### src/rtl/adc_serial_readout.sv
// Multi-lane serial SAR ADC readout controller.
// Runs the CNVST / BUSY / SCLK handshake, shifts N_CH lanes in parallel and
// averages 2^avg_log2 conversions per result. Optional continuous re-trigger.
// A stuck BUSY edge aborts the acquisition and raises a sticky error flag.
module adc_serial_readout #(
    parameter int unsigned N_CH     = 2,
    parameter int unsigned DATA_W   = 16,
    parameter int unsigned SCLK_DIV = 2,
    parameter int unsigned CNV_W    = 4,
    parameter int unsigned BUSY_TO  = 255,
    parameter int unsigned AVG_MAX  = 3
) (
    input  logic                     CLK,
    input  logic                     RST_N,
    input  logic                     start,
    input  logic                     cont,
    input  logic [2:0]               avg_log2,
    output logic                     CNVST,
    output logic                     CS,
    output logic                     SCLK,
    input  logic                     BUSY,
    input  logic [N_CH-1:0]          DOUT,
    output logic [N_CH*DATA_W-1:0]   data_out,
    output logic                     valid,
    output logic                     active,
    output logic                     timeout_err
);

    localparam int unsigned ACC_W   = DATA_W + AVG_MAX;
    localparam int unsigned CNV_CW  = $clog2(CNV_W + 1);
    localparam int unsigned DIV_CW  = $clog2(SCLK_DIV + 1);
    localparam int unsigned BIT_CW  = $clog2(DATA_W + 1);
    localparam int unsigned TO_CW   = $clog2(BUSY_TO + 1);
    localparam int unsigned NCONV_W = AVG_MAX + 1;
    localparam logic [2:0]  AVG_CLAMP = 3'(AVG_MAX);

    typedef enum logic [2:0] {
        S_IDLE,
        S_CNV,
        S_WAIT_HI,
        S_WAIT_LO,
        S_SHIFT,
        S_ACC,
        S_OUT
    } state_t;

    state_t                    r_state;
    logic                      r_busy_s1;
    logic                      r_busy_s2;
    logic [2:0]                r_avg;
    logic [CNV_CW-1:0]         r_cnv_cnt;
    logic [TO_CW-1:0]          r_hi_cnt;
    logic [TO_CW-1:0]          r_lo_cnt;
    logic [DIV_CW-1:0]         r_div_cnt;
    logic [BIT_CW-1:0]         r_bit_cnt;
    logic [NCONV_W-1:0]        r_conv_cnt;
    logic signed [DATA_W-1:0]  r_shreg [N_CH];
    logic signed [ACC_W-1:0]   r_acc   [N_CH];
    logic                      r_cnvst;
    logic                      r_cs;
    logic                      r_sclk;
    logic [N_CH*DATA_W-1:0]    r_data_out;
    logic                      r_valid;
    logic                      r_active;
    logic                      r_timeout_err;

    logic signed [ACC_W-1:0]   w_acc_sum [N_CH];
    logic [N_CH*DATA_W-1:0]    w_avg_word;
    logic [NCONV_W-1:0]        w_conv_next;
    logic [NCONV_W-1:0]        w_conv_target;
    logic [2:0]                w_avg_clamped;

    assign CNVST       = r_cnvst;
    assign CS          = r_cs;
    assign SCLK        = r_sclk;
    assign data_out    = r_data_out;
    assign valid       = r_valid;
    assign active      = r_active;
    assign timeout_err = r_timeout_err;

    // Two-flop synchroniser for the asynchronous BUSY pin.
    always_ff @(posedge CLK or negedge RST_N) begin
        if (!RST_N) begin
            r_busy_s1 <= 1'b0;
            r_busy_s2 <= 1'b0;
        end else begin
            r_busy_s1 <= BUSY;
            r_busy_s2 <= r_busy_s1;
        end
    end

    // Per-lane accumulate-with-sample and floor-average of the updated sum.
    always_comb begin
        w_avg_word    = '0;
        w_avg_clamped = (avg_log2 > AVG_CLAMP) ? AVG_CLAMP : avg_log2;
        w_conv_next   = r_conv_cnt + NCONV_W'(1);
        w_conv_target = NCONV_W'(1) << r_avg;
        for (int i = 0; i < N_CH; i++) begin
            w_acc_sum[i] = r_acc[i] + ACC_W'(r_shreg[i]);
            w_avg_word[i*DATA_W +: DATA_W] = DATA_W'(w_acc_sum[i] >>> r_avg);
        end
    end

    // Acquisition FSM with registered pin and result outputs.
    always_ff @(posedge CLK or negedge RST_N) begin
        if (!RST_N) begin
            r_state       <= S_IDLE;
            r_avg         <= '0;
            r_cnv_cnt     <= '0;
            r_hi_cnt      <= '0;
            r_lo_cnt      <= '0;
            r_div_cnt     <= '0;
            r_bit_cnt     <= '0;
            r_conv_cnt    <= '0;
            r_cnvst       <= 1'b1;
            r_cs          <= 1'b1;
            r_sclk        <= 1'b1;
            r_data_out    <= '0;
            r_valid       <= 1'b0;
            r_active      <= 1'b0;
            r_timeout_err <= 1'b0;
            for (int i = 0; i < N_CH; i++) begin
                r_shreg[i] <= '0;
                r_acc[i]   <= '0;
            end
        end else begin
            r_valid <= 1'b0;
            case (r_state)
                S_IDLE: begin
                    if (start) begin
                        r_avg         <= w_avg_clamped;
                        r_timeout_err <= 1'b0;
                        r_conv_cnt    <= '0;
                        r_cnv_cnt     <= '0;
                        r_cnvst       <= 1'b0;
                        r_active      <= 1'b1;
                        r_state       <= S_CNV;
                        for (int i = 0; i < N_CH; i++) begin
                            r_acc[i] <= '0;
                        end
                    end
                end

                S_CNV: begin
                    if (r_cnv_cnt == CNV_CW'(CNV_W - 1)) begin
                        r_cnvst  <= 1'b1;
                        r_hi_cnt <= '0;
                        r_state  <= S_WAIT_HI;
                    end else begin
                        r_cnv_cnt <= r_cnv_cnt + CNV_CW'(1);
                    end
                end

                S_WAIT_HI: begin
                    if (r_busy_s2) begin
                        r_lo_cnt <= '0;
                        r_state  <= S_WAIT_LO;
                    end else if (r_hi_cnt == TO_CW'(BUSY_TO - 1)) begin
                        r_timeout_err <= 1'b1;
                        r_active      <= 1'b0;
                        r_state       <= S_IDLE;
                        for (int i = 0; i < N_CH; i++) begin
                            r_acc[i] <= '0;
                        end
                    end else begin
                        r_hi_cnt <= r_hi_cnt + TO_CW'(1);
                    end
                end

                S_WAIT_LO: begin
                    if (!r_busy_s2) begin
                        r_sclk    <= 1'b0;
                        r_cs      <= 1'b0;
                        r_div_cnt <= '0;
                        r_bit_cnt <= '0;
                        r_state   <= S_SHIFT;
                    end else if (r_lo_cnt == TO_CW'(BUSY_TO - 1)) begin
                        r_timeout_err <= 1'b1;
                        r_active      <= 1'b0;
                        r_state       <= S_IDLE;
                        for (int i = 0; i < N_CH; i++) begin
                            r_acc[i] <= '0;
                        end
                    end else begin
                        r_lo_cnt <= r_lo_cnt + TO_CW'(1);
                    end
                end

                S_SHIFT: begin
                    if (r_div_cnt == DIV_CW'(SCLK_DIV - 1)) begin
                        r_div_cnt <= '0;
                        if (!r_sclk) begin
                            // Rising SCLK edge: capture current bit on every lane.
                            r_sclk <= 1'b1;
                            for (int i = 0; i < N_CH; i++) begin
                                r_shreg[i] <= {r_shreg[i][DATA_W-2:0], DOUT[i]};
                            end
                            if (r_bit_cnt == BIT_CW'(DATA_W - 1)) begin
                                r_cs    <= 1'b1;
                                r_state <= S_ACC;
                            end else begin
                                r_bit_cnt <= r_bit_cnt + BIT_CW'(1);
                            end
                        end else begin
                            r_sclk <= 1'b0;
                        end
                    end else begin
                        r_div_cnt <= r_div_cnt + DIV_CW'(1);
                    end
                end

                S_ACC: begin
                    r_conv_cnt <= w_conv_next;
                    for (int i = 0; i < N_CH; i++) begin
                        r_acc[i] <= w_acc_sum[i];
                    end
                    if (w_conv_next == w_conv_target) begin
                        r_data_out <= w_avg_word;
                        r_valid    <= 1'b1;
                        r_state    <= S_OUT;
                    end else begin
                        r_cnv_cnt <= '0;
                        r_cnvst   <= 1'b0;
                        r_state   <= S_CNV;
                    end
                end

                S_OUT: begin
                    if (cont) begin
                        r_conv_cnt <= '0;
                        r_cnv_cnt  <= '0;
                        r_cnvst    <= 1'b0;
                        r_state    <= S_CNV;
                        for (int i = 0; i < N_CH; i++) begin
                            r_acc[i] <= '0;
                        end
                    end else begin
                        r_active <= 1'b0;
                        r_state  <= S_IDLE;
                    end
                end

                default: begin
                    r_active <= 1'b0;
                    r_state  <= S_IDLE;
                end
            endcase
        end
    end

endmodule

### config.mk
export PLATFORM = sky130hd
export DESIGN_NAME = adc_serial_readout
export DESIGN_NICKNAME = d
export VERILOG_FILES = /design/src/rtl/adc_serial_readout.sv
export SDC_FILE = /design/constraint.sdc
export NUM_CORES = 1
export LEC_CHECK = 0
export ABC_CLOCK_PERIOD_IN_PS = 3810
export CAP_MARGIN = 20
export CORE_MARGIN = 3
export CORE_UTILIZATION = 50
export CTS_CLUSTER_SIZE = 12
export DETAILED_ROUTE_END_ITERATION = 6
export PLACE_DENSITY = 0.68
export SLEW_MARGIN = 20
export SYNTH_ARGS = -nofsm -noshare
export SYNTH_HDL_FRONTEND = slang
export SYNTH_SLANG_ARGS = --single-unit
### constraint.sdc
create_clock -name CLK -period 3.81 [get_ports CLK]
set_clock_uncertainty 0.1 [all_clocks]
set_input_delay 0.762 -clock CLK [delete_from_list [all_inputs] [get_ports CLK]]
set_output_delay 0.762 -clock CLK [all_outputs]
set_load 0.02 [all_outputs]
==> results of run 1 <==
worst max-delay path by stage:
stage	to	slack [ns]	from
3_3_place_gp	data_out[26]	0.58	r_conv_cnt[0]
4_1_cts	data_out[13]	0.48	r_shreg[16]
3_5_place_dp	data_out[13]	0.52	r_shreg[16]
2_1_floorplan	data_out[13]	0.95	r_shreg[16]
6_report	data_out[13]	0.48	r_shreg[16]
5_1_grt	data_out[13]	0.18	r_shreg[16]
worst max-delay path: stages (launching register included):
cell      delay [ns]
dfrtp_1         0.40
ha_1            0.25
fa_1            0.43
a211oi_1        0.33
o21ba_2         0.24
a21oi_1         0.07
o21ai_1         0.29
o21ai_0         0.22
xnor2_1         0.40
mux2i_1         0.14
a221oi_1        0.33
cells by family after synthesis:
logic type,count (synthesis)
DFF,146
buffers and inverters,76
xor gates and xnor gates,45
muxes,41
and+or+nand+nor,393
adders and majority gates,47
AOI/OAI and AO/OA,298
final cells by class:
| type | instances | area, um2 | share of cell area (%) |
|---|---|---|---|
| Timing Repair Buffer | 64 | 612 | 5.75 |
| Clock buffer | 18 | 439 | 4.13 |
| Tap cell | 229 | 287 | 2.69 |
| Sequential cell | 146 | 3660 | 34.4 |
| Clock inverter | 14 | 136 | 1.28 |
| Multi-Input combinational cell | 824 | 5400 | 50.7 |
| Inverter | 26 | 110 | 1.04 |
routing by layer:
metal  share of wire (%)  track usage [%]  up-vias
met2                  47             38.5      199
met5                   0                0        -
met1                  47             33.6     3861
li1                    -                -     3891
met3                 4.7             4.35       23
met4                 1.4             6.10        0
sequential cells by signal (all words and copies together) (netlist names), 2 cells and up:
| register | cells |
|---|---|
| r_lo_cnt | 8 |
| r_hi_cnt | 8 |
| r_shreg | 32 |
| r_div_cnt | 2 |
| r_conv_cnt | 4 |
| r_state | 3 |
| r_cnv_cnt | 3 |
| r_bit_cnt | 5 |
| r_avg | 3 |
| r_acc | 38 |
| data_out | 32 |
cells in the mapped netlist (all sizes together) (4+ instances only):
library cell	instances	share of area, %
clkbuf	35	1.4
a2111oi	5	0.69
or2	4	0.27
xor2	25	2.3
o21a	12	0.96
a22o	27	2.5
o21ai	74	4.0
a211oi	17	1.5
and3	11	0.73
a22oi	5	0.40
nand3	24	1.4
dfrtp	143	38
and2	4	0.27
o221ai	10	1.2
o21bai	5	0.40
mux2	10	1.2
or3	6	0.40
nor4	5	0.33
a31oi	7	0.47
xnor2	20	2.0
nor3	27	1.5
a21oi	53	3.0
o22ai	6	0.53
a21o	16	1.3
ha	45	6.0
nand2	193	7.8
a32oi	5	0.47
mux2i	27	2.9
nor2	74	3.0
o211ai	11	0.88
inv	25	1.0
nand4	12	0.80
nand2b	12	0.80
mux4	4	0.96
buf	15	0.88
nor2b	7	0.47
o2111ai	4	0.37
o31ai	7	0.61
stage by stage:
step	instances	setup WS, ns	area [um2]	hold WS [ns]
floorplan	1046	0.949	9370	0.231
global placement	1289	0.580	10100	0.232
detailed placement	1289	0.516	10100	0.239
CTS	1321	0.481	10600	0.169
global route	1321	0.185	10600	0.188
finish	1321	0.477	10600	0.155
where the power goes:
part / internal (uW) / switching [uW]
registers: 1780 / 228
logic: 818 / 1400
clock network: 883 / 758
total: 3480 / 2380
==> results.md, run 1 <==
- Port bufs: 47
- Routability cong.: 0.898
- Syn avg cell area: roughly 9.0 um2
- Min Tclk post-route: 3.33 ns
- GRT overflow: 0
- Total Wirelength: between 20000 and 25000 um
- Multiplexer share of the synthesized area: 5.05%
- Routed WL per cell: 17.7 um
- Hold_buf cts: 0
- Leak: slightly below 0.005 uW
- Clock Pin Slew Worst Setup and Hold Paths: around 0.07 ns
- Ys async rst share: 100%
- I/O pin cnt: 48
- Startpoint types: register
- Via count: ~8k
- Actual slew at the worst max-slew pin: between 0.9 and 1 ns
- First-pass GRT wire length: roughly 39000 um
- CTS tree: built
- Compound-Gate Fraction of Synth Area: a little under a quarter
- Vias per std cell: just over 6
- Die area: 20400 um2
- Reg2Reg Depth: 10
- Setup TNS: 0 ns
- Reg2reg start: r_shreg[16]
- Max_cap viols: 0
- Power Dens Cells: between 500 and 600 nW/um2
- FF+latch count, synth: 146
- Max FO, Critical Path: 5
- Final period util: 87.5%
- Final ANT Viol Nets: 0
- FMAX: ~300 MHz
- Sink Count: approximately 150
- VDD IR max: about 0.38 mV
- CTS H-tree depth: 4
- Simple-gate share of the synthesized area: between 10% and 20%
- Fraction of synthesized cell area in xor and xnor cells: about 4.3%
- First-pass iteration count of the detailed router: 5
- Slew Viols, Final: 0
- Worst r2r dst: data_out[13]
- Post-CTS Setup Bufs: 0
- Vias in the first global route: approximately 7.6k
- WP data arrival: between 3 and 4 ns
- Worst-case clock buffer depth: 2
- Row count: 49
- Starting Density: roughly half
- # DRC: 0
- Antenna violations before repair: 0
- Status: finished, final reports clean
- Commonest non-fill, non-tap cell in the layout: nand2_1
- Worst skew pair latency: 0.44 ns
- Layout Nets: ~1.1k
- Unrepaired setup endpoints after global routing: false
- Core ar.: between 15000 and 20000 um2
- Die Span Y: 143 um
- Cells after Synth: approximately 1.0k
- Largest net degree at the start of global routing: 99
- Syn_nets: 1103
- Die width: 143 um
- Worst Path Required: about 4 ns
- Layout cells sized above 1: 8.97%
- Min-Delay Path Class: in -> async
- Slew margin rel.: between 30 and 40%
- DP HPWL: between 15000 and 20000 um
- GRT Resource Usage Total: around a quarter
- Number of setup violations in the final report: 0
- CTS Buf Count: 17
- Top FF cell, synth: dfrtp_1
- Total power: between 5000 and 6000 uW
- Setup crit end kind: register
- Largest family of logic cells by synthesized area: compound AO/OA/AOI/OAI gates
- Commonest cells after routing, fill and taps aside: nand2_1 (192), dfrtp_1 (143), nor2_1 (71)
- Yosys warns: 0
- R2R Setup Slk: between 0.4 and 0.5 ns
- Synth Area in Adders: 6.44%
- Filler cells: 1625
- Synth Cell Area: between 9000 and 10000 um2
- Post-synth EDFFs: 0
- DRT iter0 DRCs: about 520
- Final core utilization: around 60%
- Root buffer cell: clkbuf_16
- Sequential area share after synthesis: about two fifths
- Yosys cell types: just under 90
- Type of the worst setup path: reg -> reg
- # diodes: 0
- Area Overhead vs Synth: 13.6%
- Hold Fails Final Rpt: 0
- Resized cells post-CTS: 0
(Power assumes the default switching activity.)
==> inputs of run 2 (changes only) <==
- CAP_MARGIN: 20 -> default
==> results of run 2 <==
No change in the layout: final DEF, timing and power equal those of run 1.
==> inputs of run 3 (changes only) <==
- PLACE_DENSITY: 0.68 -> 0.7
==> run 3 against run 2 <==
Against the previous run:
- clock power is 4% lower
- critical path depth is the same
- total power is 0.92% lower
- highest routed layer unchanged
==> results.md, run 3 (synthesized netlist as in run 1, its figures left out) <==
- DRT iter0 DRCs: 604 (+15%)
- Antenna violations before repair: 0 (unchanged)
- Total Wirelength: 23800 um (+1.8%)
- Max FO, Critical Path: 5 (unchanged)
- Cell Chain, Critical Path: ha_1, fa_1, a211oi_1, o21ba_2, a21oi_1, o21ai_1, o21ai_0, xnor2_1, mux2i_1, a221oi_1
- Area Overhead vs Synth: 13.2%
- Min-Delay Path Class: reg -> reg
- Final period util: 87.0% (-0.50 points)
- Setup crit end kind: register
- Final ANT Viol Nets: 0 (unchanged)
- WP data arrival: 3.53 ns (-0.03 ns)
- Worst path depth: 10 (unchanged)
- CTS H-tree depth: 4 (unchanged)
- Hold depth: 0
- Port bufs: 47 (unchanged)
- First-pass iteration count of the detailed router: 6 (+1)
- VDD IR max: 0.520 mV (+37%)
- Crit path buf inv count: 0 (unchanged)
- Filler cells: 1617 (-0.49%)
- Worst Path Required: 4.03 ns (about the same)
- Routed WL per cell: 18.0 um (+1.8%)
- Status: finished, final reports clean
- Layout cells sized above 1: 8.88% (-0.092 points)
- Max_cap viols: 0 (unchanged)
- Min Tclk post-route: 3.31 ns (-0.0191 ns)
- Final core utilization: 58.3% (-0.16 points)
- Slew Viols, Final: 0 (unchanged)
- Resized cells post-CTS: 0 (unchanged)
- Post-CTS Setup Bufs: 0 (unchanged)
- Vias per std cell: 6.10 (+1.0%)
- Die Span Y: 143 um (unchanged)
- Slew margin rel.: 43.9% (+6.5 points)
- I/O pin cnt: 48 (unchanged)
- Leak: 0.00490 uW (-0.35%)
- Worst-case clock buffer depth: 2 (unchanged)
- Die width: 143 um (unchanged)
- DP HPWL: 16800 um (+1.7%)
- Setup TNS: 0 ns (unchanged)
- FMAX: 302 MHz (+0.58%)
- Layout Nets: 1136 (unchanged)
- Row count: 49 (unchanged)
- Die area: 20400 um2 (unchanged)
- Slowest cell on crit path: fa_1
- CTS tree: built
- Total power: 5810 uW (-0.92%)
- Root buffer cell: clkbuf_16
- Startpoint types: register
- Sink Count: 146 (unchanged)
- # diodes: 0 (unchanged)
- Vias in the first global route: 7950 (+4.0%)
- Hold Fails Final Rpt: 0 (unchanged)
- GRT Resource Usage Total: 24.4% (+0.50 points)
- Number of setup violations in the final report: 0 (unchanged)
- Clock Pin Slew Worst Setup and Hold Paths: 0.06 ns (about the same)
- Commonest cells after routing, fill and taps aside: nand2_1 (192), dfrtp_1 (143), nor2_1 (71)
- First-pass GRT wire length: 40400 um (+2.4%)
- Unrepaired setup endpoints after global routing: false
- Starting Density: 51.4% (unchanged)
- Delay-heaviest family, CP: compound AO/OA/AOI/OAI gates
- Largest net degree at the start of global routing: 82 (-17%)
- Core ar.: 18200 um2 (unchanged)
- Reg with most FFs: r_acc
- Hold_buf cts: 0 (unchanged)
- Type of the worst setup path: reg -> reg
- Commonest non-fill, non-tap cell in the layout: nand2_1
- Routability cong.: 0.935 (+4.1%)
- Max reg flops: 38 (unchanged)
- Reg2Reg Depth: 10 (unchanged)
- Setup ws final: 0.496 ns (+0.0191 ns)
- Power Dens Cells: 548 nW/um2 (-0.65%)
- Post-place setup slack: 0.586 ns (+0.0703 ns)
- Worst skew pair latency: 0.43 ns (about the same)
- Actual slew at the worst max-slew pin: 0.835 ns (-0.104 ns)
- Via count: 8055 (+1.0%)
- # DRC: 0 (unchanged)
- GRT overflow: 0 (unchanged)
- Crit path largest cell delay: 0.43 ns (about the same)
- CTS Buf Count: 17 (unchanged)
-- run 3: changes by cell type in the layout (fill, tap and decap cells not counted) --
cell and delta:
inv_8 -3, clkinvlp_4 +1, clkbuf_1 +1, inv_6 -2, clkinv_8 -1, clkinv_2 +2
clkinv_4 +2
-- run 3: layout make-up --
cell class                 count  area, um2  area share, %
clock buffer                  19        443           4.18
clock inverter                13        104          0.979
inverter                      26        110           1.04
multi-input combinational    824       5400           50.9
sequential                   146       3660           34.5
tap                          229        287           2.70
timing repair buffer          64        612           5.77
-- run 3: worst paths after layout --
path | end | startpoint | slack [ns]
worst max-delay path | data_out[13] | r_shreg[16] | 0.50
worst min-delay path | r_busy_s2 | r_busy_s1 | 0.26
worst max register to register | data_out[13] | r_shreg[16] | 0.50
worst min register to register | r_busy_s2 | r_busy_s1 | 0.26
max in group asynchronous | data_out[29] | RST_N | 2.55
min in group asynchronous | r_shreg[8] | RST_N | 0.27
-- run 3: report_power, final --
group	switching, uW	internal [uW]
registers	243	1780
logic	1400	819
clock network	706	860
total	2350	3460
-- run 3: metrics by stage --
step	hold WS [ns]	cell area (um2)	std cells
3_5_place_dp	0.250	10100	1289
6_report	0.263	10600	1321
5_1_grt	0.277	10600	1321
4_1_cts	0.266	10600	1321
3_3_place_gp	0.233	10100	1289
2_1_floorplan	0.231	9370	1046
-- run 3: per-layer routing --
metal / part of all wire [%] / global-route usage (%) / routed length [um]
met5: 0 / 0 / 0
met4: 2.2 / 7.85 / 519
met3: 5.5 / 4.82 / 1310
met2: 45 / 38.3 / 10800
met1: 47 / 34.3 / 11100
